**src/rtl/add_mc_pkg.sv**
```systemverilog
// Shared types and default sizing for the multi-cycle chunked adder.
package add_mc_pkg;

    // Default operand width and the slice added on each clock
    localparam int ADD_MC_WIDTH = 32;
    localparam int ADD_MC_CHUNK = 4;

    // Controller states
    typedef enum logic [1:0] {
        IDLE = 2'd0,
        RUN  = 2'd1,
        DONE = 2'd2
    } add_mc_state_e;

endpackage

```
**src/rtl/add_mc_if.sv**
```systemverilog
// Operand/result handshake bundle for add_mc.
// The master side supplies operands and consumes results; the slave side is the adder.
interface add_mc_if #(
    parameter int WIDTH = 32
);
    logic             in_valid;
    logic             in_ready;
    logic [WIDTH-1:0] a;
    logic [WIDTH-1:0] b;
    logic             sub;
    logic             flush;
    logic             out_valid;
    logic             out_ready;
    logic [WIDTH-1:0] sum;
    logic             c_out;
    logic             ovf;
    logic             zero;

    modport master (
        output in_valid, a, b, sub, flush, out_ready,
        input  in_ready, out_valid, sum, c_out, ovf, zero
    );

    modport slave (
        input  in_valid, a, b, sub, flush, out_ready,
        output in_ready, out_valid, sum, c_out, ovf, zero
    );
endinterface

```
**src/rtl/add_chunk.sv**
```systemverilog
// Combinational CHUNK-bit ripple adder slice. Also exposes the carry into the
// top bit of the slice so the caller can derive signed overflow.
module add_chunk #(
    parameter int CHUNK = 4
) (
    input  logic [CHUNK-1:0] a_i,
    input  logic [CHUNK-1:0] b_i,
    input  logic             c_i,
    output logic [CHUNK-1:0] sum_o,
    output logic             c_o,
    output logic             c_msb_o
);
    logic [CHUNK:0] carry_s;

    // Bit-serial ripple through the slice
    always_comb begin
        carry_s    = '0;
        sum_o      = '0;
        carry_s[0] = c_i;
        for (int i = 0; i < CHUNK; i++) begin
            sum_o[i]     = a_i[i] ^ b_i[i] ^ carry_s[i];
            carry_s[i+1] = (a_i[i] & b_i[i]) | (carry_s[i] & (a_i[i] ^ b_i[i]));
        end
    end

    assign c_o     = carry_s[CHUNK];
    assign c_msb_o = carry_s[CHUNK-1];
endmodule

```
**src/rtl/add_mc.sv**
```systemverilog
// Multi-cycle adder/subtractor: adds CHUNK bits per clock using one shared
// ripple slice, taking WIDTH/CHUNK cycles per operation.
// Optional macro ADD_MC_FLAGS_EN enables the ovf and zero flags; without it
// both outputs are tied low and their logic is absent.
module add_mc
    import add_mc_pkg::*;
#(
    parameter int WIDTH = ADD_MC_WIDTH,
    parameter int CHUNK = ADD_MC_CHUNK
) (
    input  logic   clk,
    input  logic   rst_n,
    add_mc_if.slave bus
);
    localparam int N     = WIDTH / CHUNK;
    localparam int CNT_W = (N > 1) ? $clog2(N) : 1;

    localparam logic [1:0] S_IDLE = 2'(IDLE);
    localparam logic [1:0] S_RUN  = 2'(RUN);
    localparam logic [1:0] S_DONE = 2'(DONE);

    localparam logic [CNT_W-1:0] CNT_LAST = CNT_W'(N - 1);

    if (WIDTH % CHUNK != 0) begin : g_bad_chunk
        $error("add_mc: WIDTH must be a multiple of CHUNK");
    end

    logic [1:0]       state_q, state_d;
    logic [CNT_W-1:0] cnt_q, cnt_d;
    logic [WIDTH-1:0] a_q, a_d;
    logic [WIDTH-1:0] b_q, b_d;
    logic             carry_q, carry_d;
    logic [WIDTH-1:0] sum_q, sum_d;
    logic             c_out_q, c_out_d;

    logic [CHUNK-1:0] ch_a_s, ch_b_s, ch_sum_s;
    logic             ch_c_s, ch_msb_s;

    // Select the current slice of both operands
    always_comb begin
        ch_a_s = a_q[int'(cnt_q) * CHUNK +: CHUNK];
        ch_b_s = b_q[int'(cnt_q) * CHUNK +: CHUNK];
    end

    add_chunk #(.CHUNK(CHUNK)) u_chunk (
        .a_i     (ch_a_s),
        .b_i     (ch_b_s),
        .c_i     (carry_q),
        .sum_o   (ch_sum_s),
        .c_o     (ch_c_s),
        .c_msb_o (ch_msb_s)
    );

`ifdef ADD_MC_FLAGS_EN
    logic ovf_q, ovf_d;
    logic zero_q, zero_d;
`else
    logic unused_ch_msb_s;
    assign unused_ch_msb_s = ch_msb_s;
`endif

    // Next-state and datapath update; flush overrides everything else
    always_comb begin
        state_d = state_q;
        cnt_d   = cnt_q;
        a_d     = a_q;
        b_d     = b_q;
        carry_d = carry_q;
        sum_d   = sum_q;
        c_out_d = c_out_q;
`ifdef ADD_MC_FLAGS_EN
        ovf_d   = ovf_q;
        zero_d  = zero_q;
`endif
        case (state_q)
            S_IDLE: begin
                if (bus.in_valid) begin
                    // Subtraction is A + ~B + 1: invert B, seed carry with 1
                    a_d     = bus.a;
                    b_d     = bus.b ^ {WIDTH{bus.sub}};
                    carry_d = bus.sub;
                    cnt_d   = '0;
                    sum_d   = '0;
                    c_out_d = 1'b0;
`ifdef ADD_MC_FLAGS_EN
                    ovf_d   = 1'b0;
                    zero_d  = 1'b0;
`endif
                    state_d = S_RUN;
                end else begin
                    state_d = S_IDLE;
                end
            end
            S_RUN: begin
                sum_d[int'(cnt_q) * CHUNK +: CHUNK] = ch_sum_s;
                carry_d = ch_c_s;
                if (cnt_q == CNT_LAST) begin
                    c_out_d = ch_c_s;
`ifdef ADD_MC_FLAGS_EN
                    ovf_d   = ch_c_s ^ ch_msb_s;
                    zero_d  = (sum_d == {WIDTH{1'b0}});
`endif
                    state_d = S_DONE;
                end else begin
                    cnt_d = cnt_q + CNT_W'(1);
                end
            end
            S_DONE: begin
                if (bus.out_ready) begin
                    state_d = S_IDLE;
                end else begin
                    state_d = S_DONE;
                end
            end
            default: begin
                state_d = S_IDLE;
            end
        endcase

        if (bus.flush) begin
            state_d = S_IDLE;
            cnt_d   = '0;
            carry_d = 1'b0;
            sum_d   = '0;
            c_out_d = 1'b0;
`ifdef ADD_MC_FLAGS_EN
            ovf_d   = 1'b0;
            zero_d  = 1'b0;
`endif
        end else begin
            cnt_d = cnt_d;
        end
    end

    // State and datapath registers
    always_ff @(posedge clk or negedge rst_n) begin
        if (!rst_n) begin
            state_q <= S_IDLE;
            cnt_q   <= '0;
            a_q     <= '0;
            b_q     <= '0;
            carry_q <= 1'b0;
            sum_q   <= '0;
            c_out_q <= 1'b0;
        end else begin
            state_q <= state_d;
            cnt_q   <= cnt_d;
            a_q     <= a_d;
            b_q     <= b_d;
            carry_q <= carry_d;
            sum_q   <= sum_d;
            c_out_q <= c_out_d;
        end
    end

`ifdef ADD_MC_FLAGS_EN
    // Flag registers
    always_ff @(posedge clk or negedge rst_n) begin
        if (!rst_n) begin
            ovf_q  <= 1'b0;
            zero_q <= 1'b0;
        end else begin
            ovf_q  <= ovf_d;
            zero_q <= zero_d;
        end
    end

    assign bus.ovf  = ovf_q;
    assign bus.zero = zero_q;
`else
    assign bus.ovf  = 1'b0;
    assign bus.zero = 1'b0;
`endif

    assign bus.in_ready  = (state_q == S_IDLE);
    assign bus.out_valid = (state_q == S_DONE);
    assign bus.sum       = sum_q;
    assign bus.c_out     = c_out_q;
endmodule

```
**src/flat_wrapper.sv**
```systemverilog
// flat-port wrapper written by rule: the top's interface ports become plain ports
module add_mc_flat import add_mc_pkg::*;
#(
    parameter int WIDTH = ADD_MC_WIDTH,
    parameter int CHUNK = ADD_MC_CHUNK
)
  (clk, rst_n, bus_in_valid, bus_a, bus_b, bus_sub, bus_flush, bus_out_ready, bus_in_ready, bus_out_valid, bus_sum, bus_c_out, bus_ovf, bus_zero);
  add_mc_if #(.WIDTH(WIDTH)) bus_i ();
  input  logic clk;
  input  logic rst_n;
  input wire logic [$bits(bus_i.in_valid)-1:0] bus_in_valid;
  input wire logic [$bits(bus_i.a)-1:0] bus_a;
  input wire logic [$bits(bus_i.b)-1:0] bus_b;
  input wire logic [$bits(bus_i.sub)-1:0] bus_sub;
  input wire logic [$bits(bus_i.flush)-1:0] bus_flush;
  input wire logic [$bits(bus_i.out_ready)-1:0] bus_out_ready;
  output wire logic [$bits(bus_i.in_ready)-1:0] bus_in_ready;
  output wire logic [$bits(bus_i.out_valid)-1:0] bus_out_valid;
  output wire logic [$bits(bus_i.sum)-1:0] bus_sum;
  output wire logic [$bits(bus_i.c_out)-1:0] bus_c_out;
  output wire logic [$bits(bus_i.ovf)-1:0] bus_ovf;
  output wire logic [$bits(bus_i.zero)-1:0] bus_zero;
  assign bus_i.in_valid = bus_in_valid;
  assign bus_i.a = bus_a;
  assign bus_i.b = bus_b;
  assign bus_i.sub = bus_sub;
  assign bus_i.flush = bus_flush;
  assign bus_i.out_ready = bus_out_ready;
  assign bus_in_ready = bus_i.in_ready;
  assign bus_out_valid = bus_i.out_valid;
  assign bus_sum = bus_i.sum;
  assign bus_c_out = bus_i.c_out;
  assign bus_ovf = bus_i.ovf;
  assign bus_zero = bus_i.zero;
  add_mc #(.WIDTH(WIDTH), .CHUNK(CHUNK)) u_core (.clk(clk), .rst_n(rst_n), .bus(bus_i));
endmodule
```
**config.mk**
```make
export PLATFORM = sky130hd
export DESIGN_NAME = add_mc_flat
export DESIGN_NICKNAME = d
export VERILOG_FILES = /design/src/rtl/add_mc_pkg.sv /design/src/rtl/add_mc_if.sv /design/src/rtl/add_chunk.sv /design/src/rtl/add_mc.sv /design/src/flat_wrapper.sv
export SDC_FILE = /design/constraint.sdc
export NUM_CORES = 1
export LEC_CHECK = 0
export ABC_AREA = 1
export CORE_ASPECT_RATIO = 1.4
export CORE_MARGIN = 1
export CORE_UTILIZATION = 40
export DETAILED_ROUTE_END_ITERATION = 8
export PLACE_DENSITY_LB_ADDON = 0.25
export SYNTH_ARGS = -nofsm -noshare
export SYNTH_HDL_FRONTEND = slang
export SYNTH_SLANG_ARGS = --single-unit
```
**constraint.sdc**
```tcl
create_clock -name clk -period 5.5 [get_ports clk]
set_input_delay 0.825 -clock clk [delete_from_list [all_inputs] [get_ports clk]]
set_output_delay 0.825 -clock clk [all_outputs]
set_load 0.1 [all_outputs]
```
**After elaboration in Yosys (flattened, before gate mapping)**

Index checks and enable logic that the tools add are counted.

- Flip-flop bits (word level): 103
- Output and inout bits: 37
- Bits in latches: 0
- Memories: 0
- Bits in read-only memories: 0
- Memory bits (writable): 0
- Word-level logic and storage cells: 66

- Div/mod/pow operators: 0
- Add/sub/neg operators: 2
- Muxes and demuxes: 20
- $lt $le $gt $ge: 0
- Eq/ne operators: 6
- Bitwise logic cells: 21
- Shift operators: 4
- Multiply operators: 0
- Reductions and logical operators: 6

Operator list:

| kind | number |
|---|---|
| 32-bit 2-to-1 mux | 2 |
| 32-bit one-hot mux with 2 select lines | 1 |
| 32-bit by 6-bit variable part select with 4-bit output | 2 |
| 5-bit negation with 33-bit output | 1 |
| 4-bit by 33-bit variable shift with 32-bit output, first input constant | 1 |
| 4-bit by 33-bit variable part select with 32-bit output | 1 |
| 32-bit bitwise mux | 1 |
| 32-bit bitwise XOR | 1 |
| 3-bit 2-to-1 mux | 3 |
| 1-bit AND | 8 |
| 1-bit bitwise XOR | 8 |
| 1-bit 2-to-1 mux | 6 |
| 2-bit 2-to-1 mux | 3 |
| 3-bit != test, second input constant | 2 |
| 2-bit one-hot mux with 3 select lines | 1 |
| 3-bit one-hot mux with 2 select lines | 1 |
| 3-bit AND reduction | 2 |
| 1-bit OR | 4 |
| 1-bit one-hot mux with 2 select lines | 2 |
| 2-bit AND reduction | 2 |
| 3-bit by 1-bit adder with 3-bit output, second input constant | 1 |
| 3-bit equality test, second input constant | 1 |
| 3-bit by 2-bit != test with 1-bit output, second input constant | 1 |
| 3-bit nonzero test | 1 |
| 3 further kinds | 3 |

**Depth between registers and ports, before layout**

Gate-level depths: netlist of the first run.

- Depth after elaboration: 13
- Gate-level depth with buffers: 18
- Mapped depth without buffers: 16

**Cells and area by module**

From an unflattened synthesis of the first run, not the netlist that was laid out.

- Cells, all modules: 710
- Area, all modules: 5385.2 µm²

Modules (own cells, without submodules):

| module | times used | cells an instance | area each (µm²) |
|---|---|---|---|
| add_mc | 1 | 698 | 5275.1 |
| add_chunk | 1 | 12 | 110.1 |

**Least setup slack after synthesis of the first run**

No wires, ideal clock.

- Kind: register -> register
- From: reg u_core.cnt_q[1]
- To: reg u_core.sum_q[15] (netlist: u_core.bus.sum[15])
- Arrival: 3031 ps
- Cell stages (with the launch flop): 17
- Library setup time: 67 ps
- Path buffers: 1
- Period minus slack after synthesis: 3098 ps
- Setup slack: 2402 ps
- Cells stage by stage: dfrtp_1 > inv_1 > buf_2 > o21ai_0 > o211ai_1 > nand2_1 > fa_1 > inv_1 > fa_1 > inv_1 > fa_1 > fa_1 > nor2_1 > inv_1 > nor2_1 > nand2_1 > nand2_1

- Word-level cells in the longest chain between the ends: 13
- Elaborated cells between the ends (all ways): 25
- Those cells by class: 1 x add/sub; 4 x shift; 3 x mux; 17 x bitwise

Ends and longest elaborated chain:

| element | RTL line | RTL |
|---|---|---|
| from (decl) | add_mc.sv:29 | `logic [CNT_W-1:0] cnt_q, cnt_d;` |
| from (signal assigned) | add_mc.sv:147 | `cnt_q <= cnt_d;` |
| 32-bit by 6-bit variable part select with 4-bit output (on tied branches) | add_mc.sv:41, add_mc.sv:42 |  |
| 1-bit bitwise XOR | add_chunk.sv:21, add_chunk.sv:22 |  |
| 1-bit AND | add_chunk.sv:22 | `carry_s[i+1] = (a_i[i] & b_i[i]) \| (carry_s[i] & (a_i[i] ^ b_i[i]));` |
| 1-bit OR | add_chunk.sv:22 |  |
| 1-bit AND | add_chunk.sv:22 |  |
| 1-bit OR | add_chunk.sv:22 |  |
| 1-bit AND | add_chunk.sv:22 |  |
| 1-bit OR | add_chunk.sv:22 |  |
| 1-bit bitwise XOR | add_chunk.sv:21 | `sum_o[i] = a_i[i] ^ b_i[i] ^ carry_s[i];` |
| 4-bit by 33-bit variable part select with 32-bit output | add_mc.sv:95 | `sum_d[int'(cnt_q) * CHUNK +: CHUNK] = ch_sum_s;` |
| 32-bit bitwise mux (*) | add_mc.sv:95 |  |
| 32-bit one-hot mux with 2 select lines (*) | add_mc.sv:75 | `case (state_q)` |
| 32-bit 2-to-1 mux (*) | add_mc.sv:120 | `if (bus.flush) begin` |
| to (signal assigned) | add_mc.sv:151 | `sum_q <= sum_d;` |
| to (decl) | add_mc.sv:33 | `logic [WIDTH-1:0] sum_q, sum_d;` |

Mark *: on every way between the ends. The rest lies on a longest branch, timed or not.
A chain may end at the register's enable or synchronous reset.

**Worst setup path after layout of the first run**

- From: reg u_core.cnt_q[0]
- To: reg u_core.sum_q[31] (netlist: u_core.bus.sum[31])

The elaborated chain is that of the path after synthesis.

==> results.env, run 1 <==
CRIT_PATH_TOP_DELAY_CELL='sky130_fd_sc_hd__dfrtp_1'
CHIPHEIGHT_UM=139
MOST-COMMON-LAYOUT-CELLS='256 x sky130_fd_sc_hd__nand2_1, 103 x sky130_fd_sc_hd__dfrtp_1, 102 x sky130_fd_sc_hd__clkdlybuf4s50_1'
SWITCH_PWR_W=0.000630
CP_CELL_SEQUENCE='buf_4, inv_4, nor2_1, o211ai_1, nand2_1, fa_1, inv_1, fa_1, inv_1, fa_1, fa_1, nor2_1, inv_1, nor2_1, nand2_1, nand2_1'
SETUP_TNS_NS=0
TOTALPOWERFINAL_W=0.00202
YS_FF_LATCH=103
CELL_TOTAL_AFTER_PLACEMENT=920
WIRELENGTH_UM=12400
SYNTH_TOP_CELL_BY_AREA='sky130_fd_sc_hd__dfrtp_1'
POST-PLACE-WS_NS=1.67
ANTENNA_FOUND_INITIAL=0
POST-CTS-SETUP-BUFFERS=0
POSTLAYOUTSETUPSLACKWORST_NS=1.64
SYNTH_TOP_CELL_AREA_SHARE_PCT=47.9
PROPORTION_OF_SYNTHESIZED_CHIP_AREA_IN_SEQUENTIAL_CELLS_PCT=47.9
SYN-CELL-AREA_UM2=5380
CTS_RESIZED=0
POWER_DENSITY_nW_PER_UM2=299
CRITICAL_PATH_PEAK_FANOUT=31
ANT_NETS=0
POWER.COMBINATIONAL.FRACTION_PCT=22.8
GP_CONGESTION=0.855
YOSYSUNIQUECELLTYPES=28
VIASPERCELL=4.72
NUMPORTBUFFERS=104
SYNTH.AREA.TOP_CELLS='sky130_fd_sc_hd__dfrtp_1 48%, sky130_fd_sc_hd__nand2_1 18%, sky130_fd_sc_hd__o21ai_0 6.0%'
HOLD_VIOL_FINAL=0
VIA_COUNT_OF_THE_FIRST_GLOBAL_ROUTING_PASS=4447
ROUTEDWLPERCELL_UM=13.3
YOSYS_WARNINGS=0
CTS_TREE='yes'
CTS-ROOT-BUF='sky130_fd_sc_hd__clkbuf_16'
LAYOUT-DRIVE-GT1-SHARE_PCT=6.60
RSZ_0062_RAISED_AFTER_GLOBAL_ROUTING='no'
FMAX_GHz=0.259
POST_LAYOUT_INST_AREA_UM2=6730
POST-ROUTE-DRC-COUNT=0
DRV_CAP=0
RESIDUAL_OVERFLOW_FROM_GLOBAL_ROUTING=0
IO-PIN-COUNT=107
CORE-AREA_UM2=13000
WORST_PIN_SLEW_NS=1.22
CLOCK_INSERTION_DELAY_WORST_SKEW_NS=0.34
GRT_START_MAX_NET_PINS=92
GRT_PASS1_WL_UM=20800
SINK_COUNT_OF_THE_CLOCK_TREE=103
DIEWIDTH_UM=100
CP_DATA_ARRIVAL_TIME_NS=4.14
NUMBER_OF_CTS_INSERTED_BUFFERS=9
NUM-NETS-FINAL=834
MIN-DELAY-PATH-CLASS='input pin to asynchronous set/reset pin'
LEAKAGE_nW=3.23
STDCELL_COUNT=936
TIMING.CRITICAL_PATH.BUF_INV=5
ROWS=49
CLK_TRANSITION_REPORTED_PATHS_NS=0.07
DEEPEST_LEVEL_OF_THE_CTS_H_TREE=3
STATUS='finished, final reports clean'
MAX-CLOCK-PATH-BUFFERS=2
MAX_STAGE_DELAY_NS=0.67
TIMING.SLEW.HEADROOM_PCT=18.9
POST_DP_CELL_AREA_UM2=6430
FINAL_COMMON_CELL='sky130_fd_sc_hd__nand2_1'
DRT_FIRST_ITER_VIOLATIONS=191
POST-ROUTE-PERIOD-UTIL_PCT=70.1
POST_SYNTH.CELL_AREA_AVG_UM2=8.05
SYNTHCELLS=668
CP_TOP_FAMILY='adder cells'
FINALSETUPVIOLATIONS=0
CRIT_PATH_START_KIND='register'
WORSTPATHREQUIRED_NS=5.78
CRITICAL-PATH-TOP-CELL-BY-COUNT='sky130_fd_sc_hd__fa_1'
CRITICAL_PATH_CLASS='register to register'
SHARE_OF_TOTAL_POWER_CONSUMED_BY_NET_SWITCHING_PCT=31.2
INITIAL_CORE_UTIL_PCT=41.4
NUM_VIAS=4422
DRT_PRE_ANTENNA_ITERS=5
LAYOUT_MIN_CYCLE_TIME_NS=3.86
HOLD_BUFFERS=0
HPWL_UM=9440
REPORT.FINAL.SLEW_VIOL_COUNT=0
P_CLK_SHARE_PCT=32.0
DESIGN.DIE.AREA_UM2=13900
SEQUENTIALPOWERSHARE_PCT=45.2
FINALCLOCKSKEW_NS=0.00765
CELL_INTERNAL_PWR_W=0.00139
POST_SYNTHESIS_TO_FINAL_LAYOUT_AREA_GROWTH_PCT=25.1
VDD_IR_DROP_MAX_uV=140
CRITICAL_PATH.ENDPOINT_TYPE='register'
GRT_UTIL_ALL_LAYERS_PCT=18.9
N_ANTENNA_CELL=0
[power groups by stage]
stage | sequential (W) | combinational [W] | clock (W)
final | 0.000911 | 0.000460 | 0.000645
after global placement | 0.000925 | 0.000454 | 0
after CTS | 0.000911 | 0.000467 | 0.000656
after detailed placement | 0.000925 | 0.000466 | 0
after floorplan | 0.000928 | 0.000302 | 0
after global routing | 0.000921 | 0.000520 | 0.000681
[state kept, by name, indices dropped and copies added, names as in the netlist]
name / count
u_core.bus.sum: 32
u_core.state_q: 2
u_core.cnt_q: 3
u_core.carry_q: 1
u_core.a_q: 32
u_core.b_q: 32
u_core.bus.c_out: 1
[cells by family (layout without fill, tap and decap cells)]
| group | count (synthesis) | in the layout | share of synthesized area, % |
|---|---|---|---|
| DFF | 103 | 103 | 47.9 |
| AOI/OAI and AO/OA | 81 | 81 | 8.09 |
| and+or+nand+nor | 371 | 371 | 28.7 |
| xor gates and xnor gates | 32 | 32 | 5.21 |
| other | 1 | 2 | 0.0697 |
| buffers and inverters | 69 | 158 | 6.93 |
| adders and majority gates | 11 | 11 | 3.12 |
[area by class of cell]
class	count	area [µm²]
clock buffers	10	239
inverters	35	136
flip-flops and latches	103	2580
fillers	1314	6260
repair buffers	107	1060
multi-input cells	497	2430
clock inverters	6	67.6
well taps	178	223
[cells in the mapped netlist (all sizes together)]
cell and number:
nor3 6, buf 28, clkbuf 6, nor2 71, inv 35, o21ai 69, xnor2 32, fa 4
nand3 27, dfrtp 103, conb 1, ha 7, o211ai 12, nand2 267
[metal layers]
| metal | track usage, % | wire (µm) | share of wire, % |
|---|---|---|---|
| met4 | 7.48 | 335 | 2.7 |
| met5 | 0 | 0 | 0 |
| met3 | 3.21 | 426 | 3.4 |
| met2 | 34.8 | 6740 | 54 |
| met1 | 21.3 | 4930 | 40 |
[path summary, 6_finish.rpt]
path	from	to	slack [ns]	cells after the start
worst min-delay path	rst_n	u_core.a_q[27]$_DFFE_PN0P_	0.40	1
min in group clk	u_core.bus.sum[9]$_DFFE_PN0P_	u_core.bus.sum[9]$_DFFE_PN0P_	0.47	2
max in group asynchronous	rst_n	u_core.a_q[29]$_DFFE_PN0P_	3.83	2
worst max-delay path	u_core.cnt_q[0]$_DFFE_PN0P_	u_core.bus.sum[31]$_DFFE_PN0P_	1.64	16
worst min register to register	u_core.bus.sum[9]$_DFFE_PN0P_	u_core.bus.sum[9]$_DFFE_PN0P_	0.47	2
worst max register to register	u_core.cnt_q[0]$_DFFE_PN0P_	u_core.bus.sum[31]$_DFFE_PN0P_	1.64	16
[stage by stage]
step	utilization, %	hold slack, ns
floorplan	-	0.437
global placement	49.4	0.448
detailed placement	49.4	0.459
CTS	51.8	0.397
global route	51.8	0.413
finish	51.8	0.397
Note: power is estimated with default switching activity, not from simulation.
==> inputs of run 2 (changes only) <==
Clock period 5.5 ns to 3.3 ns, I/O delays scaled along.
==> results.env, run 2 (synthesized netlist as in run 1, its figures left out) <==
STATUS='finished, final reports clean'  # unchanged
MIN-DELAY-PATH-CLASS='input pin to asynchronous set/reset pin'  # unchanged
CTS-ROOT-BUF='sky130_fd_sc_hd__clkbuf_16'  # unchanged
CRITICAL_PATH.ENDPOINT_TYPE='register'  # unchanged
ANTENNA_FOUND_INITIAL=0  # unchanged
POST_SYNTHESIS_TO_FINAL_LAYOUT_AREA_GROWTH_PCT=26.3  # was 25.1%
CRITICAL_PATH_CLASS='register to register'  # unchanged
NUM_VIAS=4519  # was 4422
DRV_CAP=0  # unchanged
GRT_START_MAX_NET_PINS=56  # was 92
HPWL_UM=10100  # was 9440 µm
FINALCLOCKSKEW_NS=0.0134  # was 0.00765 ns
FINALSETUPVIOLATIONS=0  # unchanged
CP_DATA_ARRIVAL_TIME_NS=3.32  # was 4.14 ns
MAX_STAGE_DELAY_NS=0.59  # was 0.67 ns
MOST-COMMON-LAYOUT-CELLS='256 x sky130_fd_sc_hd__nand2_1, 102 x sky130_fd_sc_hd__dfrtp_1, 88 x sky130_fd_sc_hd__clkdlybuf4s50_1'  # was 256 x sky130_fd_sc_hd__nand2_1, 103 x sky130_fd_sc_hd__dfrtp_1, 102 x sky130_fd_sc_hd__clkdlybuf4s50_1
CLK_TRANSITION_REPORTED_PATHS_NS=0.08  # was 0.07 ns
DIEWIDTH_UM=100  # unchanged
DEEPEST_LEVEL_OF_THE_CTS_H_TREE=3  # unchanged
N_FILL_CELL=1299  # was 1314
ROWS=49  # unchanged
ROUTEDWLPERCELL_UM=13.8  # was 13.3 µm
VIASPERCELL=4.76  # was 4.72
CRITICAL_PATH_PEAK_FANOUT=7  # was 31
CTS_TREE='yes'  # unchanged
LEAKAGE_nW=3.32  # was 3.23 nW
RR_WORST_DEPTH=15  # was 16
MAX-CLOCK-PATH-BUFFERS=2  # unchanged
LAYOUT-DRIVE-GT1-SHARE_PCT=10.4  # was 6.60%
CHIPHEIGHT_UM=139  # unchanged
GP_CONGESTION=0.870  # was 0.855
HOLD_VIOL_FINAL=0  # unchanged
CLOCK_INSERTION_DELAY_WORST_SKEW_NS=0.36  # was 0.34 ns
TOTALPOWERFINAL_W=0.00335  # was 0.00202 W
CP_CELL_SEQUENCE='buf_2, nand2_1, o211ai_1, o211ai_1, nand2_1, fa_1, inv_1, fa_1, inv_1, fa_1, fa_2, nor2_2, buf_4, nand3_1, nand2_1'  # was buf_4, inv_4, nor2_1, o211ai_1, nand2_1, fa_1, inv_1, fa_1, inv_1, fa_1, fa_1, nor2_1, inv_1, nor2_1, nand2_1, nand2_1
DRT_FIRST_ITER_VIOLATIONS=273  # was 191
CRIT_PATH_TOP_DELAY_CELL='sky130_fd_sc_hd__fa_2'  # was sky130_fd_sc_hd__dfrtp_1
NUMPORTBUFFERS=104  # unchanged
POWER_DENSITY_nW_PER_UM2=494  # was 299 nW/µm²
CORE-AREA_UM2=13000  # unchanged
INITIAL_CORE_UTIL_PCT=41.4  # unchanged
ANT_NETS=0  # unchanged
SETUP_TNS_NS=0  # unchanged
POST-ROUTE-DRC-COUNT=0  # unchanged
POST-ROUTE-PERIOD-UTIL_PCT=93.0  # was 70.1%
TIMING.SLEW.HEADROOM_PCT=35.1  # was 18.9%
GRT_UTIL_ALL_LAYERS_PCT=19.8  # was 18.9%
RSZ_0062_RAISED_AFTER_GLOBAL_ROUTING='no'  # unchanged
N_ANTENNA_CELL=0  # unchanged
CRIT_PATH_START_KIND='register'  # unchanged
IO-PIN-COUNT=107  # unchanged
VDD_IR_DROP_MAX_uV=244  # was 140 µV
FMAX_GHz=0.326  # was 0.259 GHz
SINK_COUNT_OF_THE_CLOCK_TREE=103  # unchanged
RESIDUAL_OVERFLOW_FROM_GLOBAL_ROUTING=0  # unchanged
NUMBER_OF_CTS_INSERTED_BUFFERS=9  # unchanged
VIA_COUNT_OF_THE_FIRST_GLOBAL_ROUTING_PASS=4565  # was 4447
WORSTPATHREQUIRED_NS=3.55  # was 5.78 ns
WORST_PIN_SLEW_NS=0.971  # was 1.22 ns
LAYOUT_MIN_CYCLE_TIME_NS=3.07  # was 3.86 ns
WIRELENGTH_UM=13100  # was 12400 µm
REPORT.FINAL.SLEW_VIOL_COUNT=0  # unchanged
DRT_PRE_ANTENNA_ITERS=5  # unchanged
GRT_PASS1_WL_UM=21700  # was 20800 µm
FINAL_COMMON_CELL='sky130_fd_sc_hd__nand2_1'  # unchanged
DESIGN.DIE.AREA_UM2=13900  # unchanged
NUM-NETS-FINAL=847  # was 834
run 2: timing repair:
action | in CTS | in global routing
gates cloned | 0 | 0
resized for setup | 1 | 2
setup buffers | 0 | 3
hold buffers | 0 | 0
setup endpoints to repair | 2 | 2
pin swaps | 0 | 1
run 2: worst paths after layout:
path                                                start                        endpoint  slack (ns)
setup / recovery              u_core.cnt_q[0]$_DFFE_PN0P_  u_core.bus.sum[23]$_DFFE_PN0P_        0.23
hold / removal                                      rst_n  u_core.bus.sum[26]$_DFFE_PN0P_        0.15
setup reg to reg              u_core.cnt_q[0]$_DFFE_PN0P_  u_core.bus.sum[23]$_DFFE_PN0P_        0.23
hold reg to reg            u_core.bus.sum[21]$_DFFE_PN0P_  u_core.bus.sum[21]$_DFFE_PN0P_        0.47
max in group asynchronous                           rst_n       u_core.a_q[1]$_DFFE_PN0P_        2.43
min in group clk           u_core.bus.sum[21]$_DFFE_PN0P_  u_core.bus.sum[21]$_DFFE_PN0P_        0.47
run 2: through the flow:
| step | worst slack [ns] | cells | hold WS [ns] | instance area [µm²] | utilization (%) |
|---|---|---|---|---|---|
| 2_1_floorplan | 0.202 | 669 | 0.199 | 5380 | - |
| 3_3_place_gp | 0.0751 | 930 | 0.451 | 6480 | 49.8 |
| 3_5_place_dp | 0.0166 | 930 | 0.453 | 6480 | 49.8 |
| 4_1_cts | 0.104 | 946 | 0.193 | 6770 | 52.1 |
| 5_1_grt | 0.0420 | 949 | 0.221 | 6790 | 52.3 |
| 6_report | 0.230 | 949 | 0.153 | 6790 | 52.3 |
run 2: cell type report:
cell class	instances	area [µm²]	share of cell area, %
flip-flops and latches	103	2580	38.0
multi-input cells	497	2440	35.9
repair buffers	120	1130	16.6
clock buffers	9	225	3.32
well taps	178	223	3.28
inverters	35	136	2.01
clock inverters	7	62.6	0.921
run 2: power by group:
group / switching [W] / internal, W
registers: 0.000101 / 0.00141
logic: 0.000497 / 0.000302
clock network: 0.000514 / 0.000528
run 2: layer usage:
layer / part of all wire [%] / routed length, µm / up-vias / GRT usage (%)
li1: - / - / 2282 / -
met1: 40 / 5160 / 2117 / 21.9
met2: 54 / 7090 / 95 / 36.9
met3: 2.8 / 362 / 25 / 3.01
met4: 3.4 / 442 / 0 / 8.39
met5: 0 / 0 / - / 0
run 2: critical path: cells and delay by family, from the launching register on:
family / cells / cell delay, ns
adders and majority gates: 4 / 1.52
AOI/OAI and AO/OA: 2 / 0.17
DFF: 1 / 0.47
and+or+nand+nor: 5 / 0.35
buffers and inverters: 4 / 0.45
==> inputs of run 3 (changes only) <==
Settings changed: CELL_PAD_IN_SITES_DETAIL_PLACEMENT from default to 1, CELL_PAD_IN_SITES_GLOBAL_PLACEMENT from default to 1, CORE_UTILIZATION 40 to 34.
==> results.env, run 3 (synthesized netlist as in run 1, its figures left out) <==
POST_LAYOUT_INST_AREA_UM2=6870  # was 6790 µm²
TOP_LAYER_USED='met4'  # unchanged
INITIAL_CORE_UTIL_PCT=34.6  # was 41.4%
MIN-DELAY-PATH-CLASS='input pin to asynchronous set/reset pin'  # unchanged
POST-PLACE-WS_NS=0.0513  # was 0.0166 ns
VIASPERCELL=4.73  # was 4.76
ANT_NETS=0  # unchanged
VDD_IR_DROP_MAX_uV=283  # was 244 µV
POSTLAYOUTSETUPSLACKWORST_NS=0.144  # was 0.230 ns
REG2REG_SLACK_NS=0.14  # was 0.23 ns
POWER_DENSITY_nW_PER_UM2=500  # was 494 nW/µm²
MET1_LENGTH_UM=5740  # was 5160 µm
GRT_PASS1_WL_UM=23600  # was 21700 µm
CTS-ROOT-BUF='sky130_fd_sc_hd__clkbuf_16'  # unchanged
N_FILL_CELL=1910  # was 1299
RR_STARTPOINT='u_core.cnt_q[0]$_DFFE_PN0P_'  # unchanged
RR_WORST_DEPTH=16  # was 15
NUM-NETS-FINAL=849  # was 847
DIEWIDTH_UM=108  # was 100 µm
CLOCK_INSERTION_DELAY_WORST_SKEW_NS=0.35  # was 0.36 ns
CLK_TRANSITION_REPORTED_PATHS_NS=0.07  # was 0.08 ns
CORE-AREA_UM2=15500  # was 13000 µm²
ROUTEDWLPERCELL_UM=14.8  # was 13.8 µm
CP_DATA_ARRIVAL_TIME_NS=3.39  # was 3.32 ns
HOLD_VIOL_FINAL=0  # unchanged
HPWL_UM=11100  # was 10100 µm
DRV_CAP=0  # unchanged
LAYOUT_MIN_CYCLE_TIME_NS=3.16  # was 3.07 ns
DRT_FIRST_ITER_VIOLATIONS=164  # was 273
ANTENNA_FOUND_INITIAL=0  # unchanged
CRITICAL_PATH_CLASS='register to register'  # unchanged
TIMING.SLEW.HEADROOM_PCT=35.3  # was 35.1%
WORST_PIN_SLEW_NS=0.968  # was 0.971 ns
NUM_VIAS=4580  # was 4519
RESIDUAL_OVERFLOW_FROM_GLOBAL_ROUTING=0  # unchanged
DESIGN.DIE.AREA_UM2=16300  # was 13900 µm²
LAYOUT-DRIVE-GT1-SHARE_PCT=10.9  # was 10.4%
DRT_PRE_ANTENNA_ITERS=4  # was 5
WIRELENGTH_UM=14400  # was 13100 µm
GRT_START_MAX_NET_PINS=92  # was 56
FINALSETUPVIOLATIONS=0  # unchanged
IO-PIN-COUNT=107  # unchanged
POST_SYNTHESIS_TO_FINAL_LAYOUT_AREA_GROWTH_PCT=27.6  # was 26.3%
FINAL_COMMON_CELL='sky130_fd_sc_hd__nand2_1'  # unchanged
STATUS='finished, final reports clean'  # unchanged
WL_MET3_UM=420  # was 362 µm
FINALCLOCKSKEW_NS=0.00883  # was 0.0134 ns
CRITICAL_PATH.ENDPOINT_TYPE='register'  # unchanged
ROWS=54  # was 49
DR_WL_MET2_UM=7990  # was 7090 µm
REPORT.FINAL.SLEW_VIOL_COUNT=0  # unchanged
FMAX_GHz=0.317  # was 0.326 GHz
MULTI_INPUT_AREA_UM2=2440  # about the same
AREA.SEQUENTIAL_UM2=2580  # unchanged
POST-ROUTE-PERIOD-UTIL_PCT=95.6  # was 93.0%
VIA_COUNT_OF_THE_FIRST_GLOBAL_ROUTING_PASS=4884  # was 4565
CRITICAL_PATH_PEAK_FANOUT=6  # was 7
GP_CONGESTION=0.801  # was 0.870
CTS_TREE='yes'  # unchanged
NUMBER_OF_CTS_INSERTED_BUFFERS=9  # unchanged
SINK_COUNT_OF_THE_CLOCK_TREE=103  # unchanged
REGTOREGENDPOINT='u_core.bus.sum[23]$_DFFE_PN0P_'  # unchanged
MOST-COMMON-LAYOUT-CELLS='256 x sky130_fd_sc_hd__nand2_1, 102 x sky130_fd_sc_hd__dfrtp_1, 86 x sky130_fd_sc_hd__clkdlybuf4s50_1'  # was 256 x sky130_fd_sc_hd__nand2_1, 102 x sky130_fd_sc_hd__dfrtp_1, 88 x sky130_fd_sc_hd__clkdlybuf4s50_1
FINAL_CORE_UTILIZATION_PCT=44.2  # was 52.3%
DEEPEST_LEVEL_OF_THE_CTS_H_TREE=3  # unchanged
WORSTPATHREQUIRED_NS=3.54  # was 3.55 ns
MAX-CLOCK-PATH-BUFFERS=2  # unchanged
NUMPORTBUFFERS=104  # unchanged
CELL_TOTAL_AFTER_PLACEMENT=949  # was 930
LEAKAGE_nW=3.34  # was 3.32 nW
POST-ROUTE-DRC-COUNT=0  # unchanged
POST_DP_CELL_AREA_UM2=6520  # was 6480 µm²
CRIT_PATH_START_KIND='register'  # unchanged
N_ANTENNA_CELL=0  # unchanged
STDCELL_COUNT=969  # was 949
CHIPHEIGHT_UM=151  # was 139 µm
GRT_UTIL_ALL_LAYERS_PCT=18.7  # was 19.8%
[run 3: how the worst max path moves through the flow]
stage	depth (start not counted)	endpoint	from	slack [ns]
2_1_floorplan	16	u_core.bus.sum[15]$_DFFE_PN0P_	u_core.cnt_q[1]$_DFFE_PN0P_	0.20
3_3_place_gp	17	u_core.bus.sum[15]$_DFFE_PN0P_	u_core.cnt_q[0]$_DFFE_PN0P_	0.16
3_5_place_dp	17	u_core.bus.sum[31]$_DFFE_PN0P_	u_core.cnt_q[0]$_DFFE_PN0P_	0.05
4_1_cts	17	u_core.bus.sum[31]$_DFFE_PN0P_	u_core.cnt_q[0]$_DFFE_PN0P_	0.02
5_1_grt	17	u_core.bus.sum[15]$_DFFE_PN0P_	u_core.cnt_q[0]$_DFFE_PN0P_	-0.05
6_report	16	u_core.bus.sum[23]$_DFFE_PN0P_	u_core.cnt_q[0]$_DFFE_PN0P_	0.14
[run 3: power by group]
group / switching (W) / internal, W / leakage (nW) / total, W
registers: 0.000108 / 0.00141 / 1.33 / 0.00152
clock network: 0.000477 / 0.000589 / 0.136 / 0.00107
logic: 0.000526 / 0.000317 / 1.88 / 0.000844
[run 3: what timing repair did]
item                       CTS  global route
buffers inserted             0             3
gates resized for setup      0            10
setup endpoints to repair    0             9
hold buffers                 0             0
[run 3: metal layers]
layer	vias to the layer above	track usage, %
met5	-	0
met4	0	5.54
met3	17	3.06
met2	85	35.9
met1	2189	20.8
li1	2289	-
[run 3: final cells by class]
| type | instances | share of cell area [%] |
|---|---|---|
| sequential | 103 | 37.6 |
| multi-input combinational | 497 | 35.6 |
| timing repair buffer | 122 | 17.0 |
| tap | 196 | 3.57 |
| clock buffer | 11 | 3.39 |
| inverter | 35 | 2.02 |
| clock inverter | 5 | 0.857 |
[run 3: stage by stage]
step | total power, W | TNS, ns | hold WS [ns]
after floorplan | 0.00205 | 0 | 0.199
after global placement | 0.00233 | 0 | 0.455
after detailed placement | 0.00237 | 0 | 0.461
after CTS | 0.00345 | 0 | 0.214
after global routing | 0.00363 | -0.174 | 0.244
final | 0.00343 | 0 | 0.184
[run 3: critical path, stage by stage, from the launching register on]
cell and delay [ns]:
sky130_fd_sc_hd__dfrtp_2 0.47, sky130_fd_sc_hd__buf_6 0.15, sky130_fd_sc_hd__nor2_1 0.05, sky130_fd_sc_hd__nor2_1 0.12, sky130_fd_sc_hd__o21ai_1 0.09, sky130_fd_sc_hd__nand3_1 0.08
sky130_fd_sc_hd__nand2_1 0.08, sky130_fd_sc_hd__fa_1 0.39, sky130_fd_sc_hd__inv_1 0.08, sky130_fd_sc_hd__fa_1 0.16, sky130_fd_sc_hd__inv_1 0.06, sky130_fd_sc_hd__fa_2 0.37
sky130_fd_sc_hd__fa_2 0.64, sky130_fd_sc_hd__nor2_2 0.05, sky130_fd_sc_hd__buf_4 0.13, sky130_fd_sc_hd__nand3_1 0.07, sky130_fd_sc_hd__nand2_1 0.06
